### src/rtl/one_to_sixteen_deserializer_fsm_if.sv
// Serial-in / parallel-out bundle for the 1-to-16 deserializer; slave is the deserializer.
// DESER_PARITY_EN adds the parity_error pulse to the bundle.
interface one_to_sixteen_deserializer_fsm_if #(
    parameter int WIDTH = 16
);
    logic             data_input;
    logic             ss;
    logic             data_ack;
    logic [WIDTH-1:0] data_output;
    logic             data_valid;
    logic             overrun;
    logic             frame_error;
    logic             busy;
    logic [1:0]       y_Q;
`ifdef DESER_PARITY_EN
    logic             parity_error;

    modport master (
        output data_input, ss, data_ack,
        input  data_output, data_valid, overrun, frame_error, busy, y_Q, parity_error
    );
    modport slave (
        input  data_input, ss, data_ack,
        output data_output, data_valid, overrun, frame_error, busy, y_Q, parity_error
    );
`else
    modport master (
        output data_input, ss, data_ack,
        input  data_output, data_valid, overrun, frame_error, busy, y_Q
    );
    modport slave (
        input  data_input, ss, data_ack,
        output data_output, data_valid, overrun, frame_error, busy, y_Q
    );
`endif
endinterface

### src/rtl/one_to_sixteen_deserializer_fsm.sv
// ss-framed MSB-first deserializer; DESER_PARITY_EN appends an even-parity bit to each frame.
// Word is valid on the edge sampling its last bit; no backpressure, an unacked word is overwritten and flags overrun.
module one_to_sixteen_deserializer_fsm #(
    parameter int WIDTH = 16,
    parameter int CNT_W = 4
) (
    input logic clock,
    input logic resetn,
    one_to_sixteen_deserializer_fsm_if.slave bus
);
`ifdef DESER_PARITY_EN
    localparam int FRAME = WIDTH + 1;
    localparam int CW    = CNT_W + 1;
    localparam int SW    = WIDTH;
`else
    localparam int FRAME = WIDTH;
    localparam int CW    = CNT_W;
    localparam int SW    = WIDTH - 1;
`endif

    typedef enum logic [1:0] {
        ST_IDLE = 2'b00,
        ST_RECV = 2'b01,
        ST_END  = 2'b10
    } state_t;

    state_t           state_q;
    logic [CW-1:0]    cnt_q;
    logic [SW-1:0]    shift_q;
    logic [WIDTH-1:0] data_output_q;
    logic             data_valid_q;
    logic             overrun_q;
    logic             frame_error_q;
    logic [WIDTH-1:0] word_c;
    logic             par_ok_c;
    logic             last_c;
    logic             load_c;
    logic             bad_par_c;

    // The shifter holds every bit except the one being sampled on the final edge.
    always_comb begin
`ifdef DESER_PARITY_EN
        word_c   = shift_q;
        par_ok_c = ~(^shift_q ^ bus.data_input);
`else
        word_c   = {shift_q, bus.data_input};
        par_ok_c = 1'b1;
`endif
        last_c    = (state_q == ST_RECV) && !bus.ss && (cnt_q == CW'(FRAME - 1));
        load_c    = last_c && par_ok_c;
        bad_par_c = last_c && !par_ok_c;
    end

`ifdef DESER_PARITY_EN
    logic parity_error_q;
`endif

    always_ff @(posedge clock) begin
        if (!resetn) begin
            state_q        <= ST_IDLE;
            cnt_q          <= '0;
            shift_q        <= '0;
            data_output_q  <= '0;
            data_valid_q   <= 1'b0;
            overrun_q      <= 1'b0;
            frame_error_q  <= 1'b0;
`ifdef DESER_PARITY_EN
            parity_error_q <= 1'b0;
`endif
        end else begin
            frame_error_q  <= 1'b0;
`ifdef DESER_PARITY_EN
            parity_error_q <= bad_par_c;
`endif
            // A completing word takes priority over an ack on the same edge.
            if (load_c) begin
                data_output_q <= word_c;
                data_valid_q  <= 1'b1;
                if (data_valid_q && !bus.data_ack)
                    overrun_q <= 1'b1;
            end else if (bus.data_ack) begin
                data_valid_q <= 1'b0;
                overrun_q    <= 1'b0;
            end

            case (state_q)
                ST_IDLE: begin
                    if (!bus.ss) begin
                        shift_q <= {{(SW-1){1'b0}}, bus.data_input};
                        cnt_q   <= CW'(1);
                        state_q <= ST_RECV;
                    end
                end
                ST_RECV: begin
                    if (bus.ss) begin
                        shift_q       <= '0;
                        cnt_q         <= '0;
                        frame_error_q <= 1'b1;
                        state_q       <= ST_IDLE;
                    end else if (last_c) begin
                        shift_q <= '0;
                        cnt_q   <= '0;
                        state_q <= ST_END;
                    end else begin
                        shift_q <= {shift_q[SW-2:0], bus.data_input};
                        cnt_q   <= cnt_q + CW'(1);
                    end
                end
                ST_END: begin
                    if (bus.ss)
                        state_q <= ST_IDLE;
                end
                default: begin
                    shift_q <= '0;
                    cnt_q   <= '0;
                    state_q <= ST_IDLE;
                end
            endcase
        end
    end

    assign bus.data_output = data_output_q;
    assign bus.data_valid  = data_valid_q;
    assign bus.overrun     = overrun_q;
    assign bus.frame_error = frame_error_q;
    assign bus.y_Q         = state_q;
    assign bus.busy        = (state_q == ST_RECV);
`ifdef DESER_PARITY_EN
    assign bus.parity_error = parity_error_q;
`endif
endmodule

### src/flat_wrapper.sv
// flat-port wrapper written by rule: the top's interface ports become plain ports
module one_to_sixteen_deserializer_fsm_flat 
#(
    parameter int WIDTH = 16,
    parameter int CNT_W = 4
)
  (clock, resetn, bus_data_input, bus_ss, bus_data_ack, bus_data_output, bus_data_valid, bus_overrun, bus_frame_error, bus_busy, bus_y_Q);
  one_to_sixteen_deserializer_fsm_if #(.WIDTH(WIDTH)) bus_i ();
  input logic clock;
  input logic resetn;
  input wire logic [$bits(bus_i.data_input)-1:0] bus_data_input;
  input wire logic [$bits(bus_i.ss)-1:0] bus_ss;
  input wire logic [$bits(bus_i.data_ack)-1:0] bus_data_ack;
  output wire logic [$bits(bus_i.data_output)-1:0] bus_data_output;
  output wire logic [$bits(bus_i.data_valid)-1:0] bus_data_valid;
  output wire logic [$bits(bus_i.overrun)-1:0] bus_overrun;
  output wire logic [$bits(bus_i.frame_error)-1:0] bus_frame_error;
  output wire logic [$bits(bus_i.busy)-1:0] bus_busy;
  output wire logic [$bits(bus_i.y_Q)-1:0] bus_y_Q;
  assign bus_i.data_input = bus_data_input;
  assign bus_i.ss = bus_ss;
  assign bus_i.data_ack = bus_data_ack;
  assign bus_data_output = bus_i.data_output;
  assign bus_data_valid = bus_i.data_valid;
  assign bus_overrun = bus_i.overrun;
  assign bus_frame_error = bus_i.frame_error;
  assign bus_busy = bus_i.busy;
  assign bus_y_Q = bus_i.y_Q;
  one_to_sixteen_deserializer_fsm #(.WIDTH(WIDTH), .CNT_W(CNT_W)) u_core (.clock(clock), .resetn(resetn), .bus(bus_i));
endmodule
### config.mk
export PLATFORM = sky130hd
export DESIGN_NAME = one_to_sixteen_deserializer_fsm_flat
export DESIGN_NICKNAME = d
export VERILOG_FILES = /design/src/rtl/one_to_sixteen_deserializer_fsm_if.sv /design/src/rtl/one_to_sixteen_deserializer_fsm.sv /design/src/flat_wrapper.sv
export SDC_FILE = /design/constraint.sdc
export NUM_CORES = 1
export LEC_CHECK = 0
export ABC_AREA = 0
export CAP_MARGIN = 20
export CORE_UTILIZATION = 46
export DETAILED_ROUTE_END_ITERATION = 6
export PLACE_DENSITY = 0.74
export SKIP_LAST_GASP = 1
export SLEW_MARGIN = 10
export SYNTH_ARGS = -nofsm -noshare
export SYNTH_HDL_FRONTEND = slang
export SYNTH_SLANG_ARGS = --single-unit
export TNS_END_PERCENT = 30
### constraint.sdc
create_clock -name clock -period 1.6 [get_ports clock]
set_input_delay 0.48 -clock clock [delete_from_list [all_inputs] [get_ports clock]]
set_output_delay 0.48 -clock clock [all_outputs]
set_load 0.01 [all_outputs]
# Word-level counts from Yosys, hierarchy flattened
# Cells that the tools add are included.
# word_totals
ff_bits	40
inputBits	5
output_inout_bits	22
word_cells	45
# op_classes
n_addsub	1
eq_ne	7
n_mux	18
bitwise_logic	1
n_reduce_logical	11
# ops
cell	n
15-bit two-way mux	3
15-bit case mux with 3 select lines	1
4-bit two-way mux	3
4-bit case mux with 3 select lines	1
2-bit two-way mux	4
2-bit inequality test (second input constant)	3
2-bit case mux with 3 select lines	1
2-bit AND reduction	3
1-bit two-way mux	5
4-bit by 1-bit adder with 4-bit output (second input constant)	1
4-bit equality test (second input constant)	1
1-bit logical AND	3
3-bit by 2-bit inequality test with 1-bit output (second input constant)	1
3-bit AND reduction	1
2-bit by 1-bit equality test with 1-bit output (second input constant)	1
2-bit equality test (second input constant)	1
1-bit logical NOT	2
2-bit logical NOT	1
2-bit nonzero test	1
1-bit inverter	1

# Logic depth before layout (Yosys ltp)
# logic_depth
word_depth	6
depth_mapped	6
mapped_depth_nobuf	4

# Worst setup path before layout
# No wires, ideal clock.
# synth_path
path_type	input port to flip-flop
from	input port bus_ss
to	register u_core.data_output_q[12], in the netlist u_core.bus.data_output[12]
setup_time_ps	132
arrival_time_ps	1515
t_required_ps	1468
path_slack_ps	-47
path_stages	6
path_buffers	3
path_cell_list	buf_2 -> or3b_1 -> buf_2 -> clkbuf_1 -> o21ai_0 -> a21oi_1
# synth_via
elab_chain_len	3
# synth_rtl
item	line_no	rtl
start: declaration	flat_wrapper.sv:12	input wire logic [$bits(bus_i.ss)-1:0] bus_ss;
1-bit logical NOT	one_to_sixteen_deserializer_fsm.sv:49	last_c = (state_q == ST_RECV) && !bus.ss && (cnt_q == CW'(FRAME - 1));
1-bit logical AND (2 in series)	one_to_sixteen_deserializer_fsm.sv:49	
end signal: assignment	one_to_sixteen_deserializer_fsm.sv:77	data_output_q <= word_c;
end: declaration	one_to_sixteen_deserializer_fsm.sv:30	logic [WIDTH-1:0] data_output_q;
# Every way passes these cells.
# A chain may end at the register's enable or synchronous reset.

# Worst setup path after layout
# layout_path
from	register u_core.data_output_q[8], in the netlist u_core.bus.data_output[8]
to	output port bus_data_output[8]
# layout_rtl
item	line_no	rtl
end: declaration	flat_wrapper.sv:14	output wire logic [$bits(bus_i.data_output)-1:0] bus_data_output;
# No word-level cell between the ends.

==> impl_metrics.py <==
metrics = {
    "final_layout": {
        "n_antenna_cell": 0,
        "final_cell_area_um2": 2040,
        "drive_gt1_share_pct": 12.3,
        "nets": 208,
        "area_delta_synth_final_pct": 31.4,
        "instances_no_fill": 247,
        "nFillCells": 268,
    },
    "drt": {
        "drc_errors": 0,
        "wl_met3_um": 143,
        "dr.first_iter.drc_count": 95,
        "wirelength_met1_um": 1490,
        "vias": 1410,
        "top_layer_used": "met4",
        "firstDrtPassIters": 4,
        "wl_per_cell_um": 14.0,
        "ant_nets": 0,
        "dr_wl_met2_um": 1790,
        "routed_wl_um": 3460,
        "vias_per_cell": 5.71,
    },
    "setup_path": {
        "end_kind": "output pin",
        "critical_path_required_ns": 1.12,
        "critPathSlowestCell": "clkdlybuf4s50_1",
        "crit_arrival_ns": 1.24,
        "critPathTopFamily": "buffers and inverters",
        "cp_max_fo": 2,
        "start_kind": "flop",
        "cp.buffers_inverters": 1,
        "crit_chain": "clkdlybuf4s50_1",
        "crit_type": "flop to output pin",
        "cpPeakStageDelay_ns": 0.55,
    },
    "sta": {
        "period_share_pct": 107,
        "tns_ns": -1.00,
        "fin_skew_ns": 0.0153,
        "tightest_slew_ns": 0.322,
        "finalCriticalPeriod_ns": 1.72,
        "slew_violations": 0,
        "setup_viol": 11,
        "fmax_mhz": 583,
        "hold_viol": 0,
        "relSlewSlack_pct": 78.5,
        "rsz0062_at_grt": "yes",
        "setup_ws_ns": -0.116,
    },
    "global_routing": {
        "track_usage_pct": 21.1,
        "grt_max_degree": 35,
        "grt-ovfl-total": 0,
        "grt_pass1_vias": 1304,
        "grt_pass1_wl_um": 5760,
        "antenna_found_initial": 0,
    },
    "yosys": {
        "synth_xor_area_share_pct": 0.564,
        "avgSynthCellArea_um2": 8.98,
        "synth.top_cell.area_share_pct": 51.6,
        "syn_nets": 179,
        "synth_top_family_by_area": "compound AO/OA/AOI/OAI gates",
        "synth_mux_area_share_pct": 0,
        "yosys.area_share.simple_pct": 16.7,
        "synthAdderAreaFrac_pct": 0.806,
        "netlist.top_cell.by_area": "dfxtp_1",
        "yosysWarnings": 0,
        "synth_compound_area_share_pct": 25.0,
        "synth_cells": 173,
        "synthTopCellsByArea": "dfxtp_1 52%, a32oi_1 7.9%, a21oi_1 6.1%",
        "yosysSeqAreaShare_pct": 51.6,
        "ys_ff_latch": 40,
        "ys_types": 30,
        "netlist_area_um2": 1550,
    },
    "die": {
        "start_util_pct": 49.6,
        "dieArea_um2": 3610,
        "core-area_um2": 3130,
        "num_rows": 20,
        "die_w_um": 60.1,
        "dieHeight_um": 60.1,
        "io_pins": 27,
    },
    "power_and_ir_drop": {
        "pwr-share-comb_pct": 4.7,
        "power.internal_mw": 1.69,
        "ir_drop_mv": 0.562,
        "power_mw": 2.08,
        "pwr-share-clk_pct": 46.8,
        "power_leakage_nw": 0.856,
        "power_density_nw_per_um2": 1020,
        "p_seq_share_pct": 48.5,
        "p_switching_uw": 391,
        "swShare_pct": 18.8,
    },
    "clocking": {
        "cts_tree": "yes",
        "clock_path_buffers": 2,
        "cts_sinks": 40,
        "ctsHoldBuffers": 0,
        "cts_root_buf": "clkbuf_4",
        "clk-insertion-delay-late_ns": 0.35,
        "cts.clk_slew.worst_paths_ns": 0.13,
        "cts-htree-levels": 2,
        "cts_buffers": 5,
        "postCtsSetupBuffers": 0,
    },
    "placed_design": {
        "place_inst": 239,
        "dpl_cell_area_um2": 1910,
        "place_congestion": 0.771,
        "hpwl_um": 2280,
        "numPortBuffers": 26,
    },
    "min_path": {
        "min_path_type": "flop to flop",
    },
    "job": {
        "maxCapViolCount": 0,
    },
    "run_status": {
        "failed_checks": "negative setup slack",
        "status": "finished, violations left",
    },
}
[state kept, by name (all words and copies together), names as in the netlist]
name / cells
u_core.bus.data_output: 16
u_core.bus.y_Q: 2
u_core.bus.data_valid: 1
u_core.bus.overrun: 1
u_core.shift_q: 15
u_core.bus.frame_error: 1
u_core.cnt_q: 4
[metrics by stage]
stage	utilization (%)	setup WS [ns]	hold WS, ns
floorplan	-	-0.0109	0.443
global placement	60.9	-0.271	0.458
detailed placement	60.9	-0.299	0.468
CTS	64.8	-0.134	0.486
global route	65.2	-0.167	0.507
finish	65.2	-0.116	0.479
[cell type report]
cell class | instances | area, um^2 | share of cell area, %
Clock buffer | 5 | 37.5 | 1.84
Clock inverter | 3 | 90.1 | 4.41
Inverter | 1 | 3.75 | 0.184
Multi-Input combinational cell | 114 | 668 | 32.7
Sequential cell | 40 | 801 | 39.2
Tap cell | 44 | 55.1 | 2.70
Timing Repair Buffer | 40 | 385 | 18.9
[kinds of logic after synthesis]
group / count (synthesis)
xor gates and xnor gates: 1
DFF: 40
and+or+nand+nor: 51
AOI/OAI and AO/OA: 61
adders and majority gates: 1
buffers and inverters: 19
[metal layers]
layer,vias up,track usage (%)
li1,689,-
met2,33,34.2
met1,684,27.3
met5,-,0
met3,4,4.33
met4,0,8.31
[path summary, 6_finish.rpt]
kind / start / to / slack [ns] / cells past startpoint
worst max-delay path: u_core.bus.data_output[8] / bus_data_output[8] / -0.12 / 1
worst min-delay path: u_core.shift_q[11] / u_core.bus.data_output[12] / 0.48 / 2
worst max register to register: u_core.bus.y_Q[1] / u_core.bus.data_output[7] / 0.13 / 5
worst min register to register: u_core.shift_q[11] / u_core.bus.data_output[12] / 0.48 / 2
[timing repair]
item                                   4_1_cts  5_1_grt
gates cloned                                 0        0
setup endpoints to repair                   22       20
resized for setup                            6        6
endpoints found under the hold margin        0        0
[power groups by stage]
stage	clock network (mW)	registers, mW	logic, mW
3_5_place_dp	0	1.03	0.0988
6_report	0.974	1.01	0.0974
3_3_place_gp	0	1.03	0.0976
5_1_grt	1.03	1.01	0.106
2_1_floorplan	0	1.03	0.0608
4_1_cts	0.987	1.01	0.0975
[cells in the final DEF (no fill, tap or decap), drive strengths merged]
cell type,netlist,final
a21oi,19,19
a2bb2oi,1,1
a31oi,1,1
a32o,1,1
a32oi,14,14
and2,1,1
and3,2,2
buf,5,14
bufinv,0,3
clkbuf,13,5
clkdlybuf4s50,0,14
clkinv,1,1
dfxtp,40,40
dlygate4sd2,0,6
dlymetal6s2s,0,6
ha,1,1
nand2,3,3
nand3,19,19
nand4,1,1
nor2,17,17
nor2b,2,2
nor3b,3,3
o211a,1,1
o21a,3,3
o21ai,19,19
o21ba,1,1
o21bai,1,1
or3,1,1
or3b,2,2
xor2,1,1
[Yosys cell counts, drive strengths merged]
master    n
a2bb2oi   1
nand3    19
and3      2
o211a     1
o21ai    19
a32oi    14
buf       5
and2      1
xor2      1
a31oi     1
a32o      1
nor3b     3
nor2     17
nand2     3
ha        1
or3       1
nand4     1
o21bai    1
nor2b     2
o21ba     1
dfxtp    40
o21a      3
a21oi    19
clkinv    1
or3b      2
clkbuf   13
No activity file was read; power rests on OpenSTA's default activity.
==> variant: new RTL, config.mk and constraints unchanged <==
`CNT_W` is set to 4 in 2 places; all go to 5.
--- a/src/rtl/one_to_sixteen_deserializer_fsm.sv
+++ b/src/rtl/one_to_sixteen_deserializer_fsm.sv
@@ -2,7 +2,7 @@
 // Word is valid on the edge sampling its last bit; no backpressure, an unacked word is overwritten and flags overrun.
 module one_to_sixteen_deserializer_fsm #(
     parameter int WIDTH = 16,
-    parameter int CNT_W = 4
+    parameter int CNT_W = 5
 ) (
     input logic clock,
     input logic resetn,
--- a/src/flat_wrapper.sv
+++ b/src/flat_wrapper.sv
@@ -2,7 +2,7 @@
 module one_to_sixteen_deserializer_fsm_flat 
 #(
     parameter int WIDTH = 16,
-    parameter int CNT_W = 4
+    parameter int CNT_W = 5
 )
   (clock, resetn, bus_data_input, bus_ss, bus_data_ack, bus_data_output, bus_data_valid, bus_overrun, bus_frame_error, bus_busy, bus_y_Q);
   one_to_sixteen_deserializer_fsm_if #(.WIDTH(WIDTH)) bus_i ();
Formal check against the unedited RTL: same outputs for any inputs over 10 cycles, from zero or initial values and one cycle with resetn low; that may be too few to reach the edited logic, so the function may still have changed.
==> variant against the original RTL <==
- the flow still finishes with violations (negative setup slack)
- design area rose by 0.74%
- largest power group unchanged
- worst setup slack improved by 0.048 ns
- wire length rose by 1.5%
- sequential cell count rose by 1
- total power fell by 15%
- clock power fell by 35%
- area after synthesis rose by 3.9%
- hold slack improved by 0.0025 ns
==> variant: results (changes against the original RTL) <==
Timing
  • Final setup vio count: 2 (-9)
  • Rel. slew slack: 0.738 (-0.0469)
  • Worst hold slack: 0.481 ns (+0.00253 ns)
  • Setup slack after layout: -0.0676 ns (+0.0481 ns)
  • Clock skew: 0.00531 ns (-0.0100 ns)
  • Setup TNS: -0.117 ns (+0.885 ns)

Clock tree
  • Worst-path clk slew: 0.11 ns (-0.02 ns)
  • CTS H-Tree Depth: 2 (unchanged)
  • CTS buffer count: 5 (unchanged)
  • Setup Buffers After CTS: 0 (unchanged)

Logic synthesis
  • Synth cell count leaders: dfxtp_1, a21oi_1, o21ai_0
  • Post-synthesis sequential area ratio: 0.509 (-0.00679)
  • Post-Syn Nets: 182 (+1.7%)
  • Synth cell types: 34 (+13%)
  • Post-synth ARST share: 0 (unchanged)
  • Main synth FF type: dfxtp_1
  • Synth area leaders: dfxtp_1, a32oi_1, a21oi_1

Outcome
  • Failing checks: negative setup slack
  • Status: finished with violations

Finish
  • Share of post-route cells with drive strength above 1: 0.114 (-0.00929)
  • Antenna cell count: 0 (unchanged)
  • # fillers: 302 (+13%)
  • Final Net Count: 208 (unchanged)

Placement
  • GPL Wtd Cong: 0.767 (-0.54%)
  • Post-DP Area: 0.00195 mm2 (+2.4%)
  • Hpwl dp: 2270 um (-0.55%)

Drt
  • Wire per inst: 14.2 um (+1.1%)
  • Routed vias/inst: 5.75 (+0.66%)
  • Initial DRC Count: 63 (-34%)

Power and ir drop
  • Maximum vdd drop: 0.642 mV (+14%)
  • Leak: 0.00101 uW (+18%)

Critical path
  • Crit Path Max Fanout: 1 (-1)
  • FF-to-FF setup slack: 0.02 ns (-0.11 ns)
  • Reg2reg start: u_core.cnt_q[0]
  • Critical-path top delay cell: clkdlybuf4s50_1
  • Worst r2r dst: u_core.shift_q[4]
  • Slowest stage delay, CP: 0.52 ns (-0.03 ns)
  • Beginning of the critical path: u_core.bus.frame_error
  • CP top delay family: buffers and inverters
  • Worst path arrival time: 1.19 ns (-0.05 ns)

Min path
  • Hold path startpoint: u_core.bus.data_output[15]
  • Worst Hold End: u_core.bus.data_output[15]
  • Worst hold path class: reg2reg

Global route
  • Initial antenna violation count: 0 (unchanged)
  • First-pass GRT wire length: 5800 um (+0.61%)
  • Total track usage: 0.213 (+0.00119)
  • Largest net degree at the start of global routing: 34 (-2.9%)
  • Vias in the first global route: 1,285 (-1.5%)

Job
  • Max Cap Viol: 0 (unchanged)
variant: per-stage QoR:
| stage | setup slack (ns) | power, uW | instances |
|---|---|---|---|
| final | -0.0676 | 1770 | 248 |
| after floorplan | 0.0498 | 1120 | 176 |
| after CTS | -0.131 | 1780 | 248 |
| after global placement | -0.265 | 1150 | 241 |
| after global routing | -0.128 | 1840 | 248 |
| after detailed placement | -0.325 | 1160 | 241 |
variant: logic make-up (layout without fill, tap and decap cells):
group | Yosys count | count (layout) | synth area share
flops | 41 | 41 | 0.509
simple gates | 51 | 51 | 0.168
fa+ha+maj | 1 | 1 | 0.00776
compound gates | 63 | 63 | 0.254
buf+inv | 20 | 46 | 0.0605
variant: worst max path at each step:
stage / endpoint / cells past startpoint
after floorplan: u_core.cnt_q[2] / 5
after global placement: u_core.cnt_q[3] / 4
after detailed placement: u_core.cnt_q[2] / 5
after CTS: bus_data_output[0] / 1
after global routing: bus_busy / 2
final: bus_frame_error / 1
variant: what timing repair did:
action,in CTS,in global routing
endpoints found under the setup margin,22,50
pin swaps,0,0
gates resized for setup,7,15
variant: area by class of cell:
cell class              instances  area [um2]  area share
clock buffers                   5        37.5      0.0183
clock inverters                 2        35.0      0.0170
inverters                       1        3.75     0.00183
multi-input cells             115         694       0.338
flip-flops and latches         41         821       0.399
well taps                      46        57.6      0.0280
repair buffers                 38         407       0.198
variant: tightest hold or removal path: cells and delay by family (launching register included):
kind | cells | cell delay [ns]
AOI/OAI and AO/OA | 2 | 0.12
DFF | 1 | 0.32
variant: per-layer routing:
layer,up-vias,track usage,wire (um)
met3,6,0.0630,270
li1,701,-,-
met5,-,0,0
met2,52,0.356,1690
met1,666,0.264,1500
met4,0,0.0682,51
variant: power breakdown:
part	internal (uW)	total (uW)	switching, uW
registers	1030	1030	5.39
clock network	318	635	317
logic	41.6	99.7	58.1
total	1390	1770	380
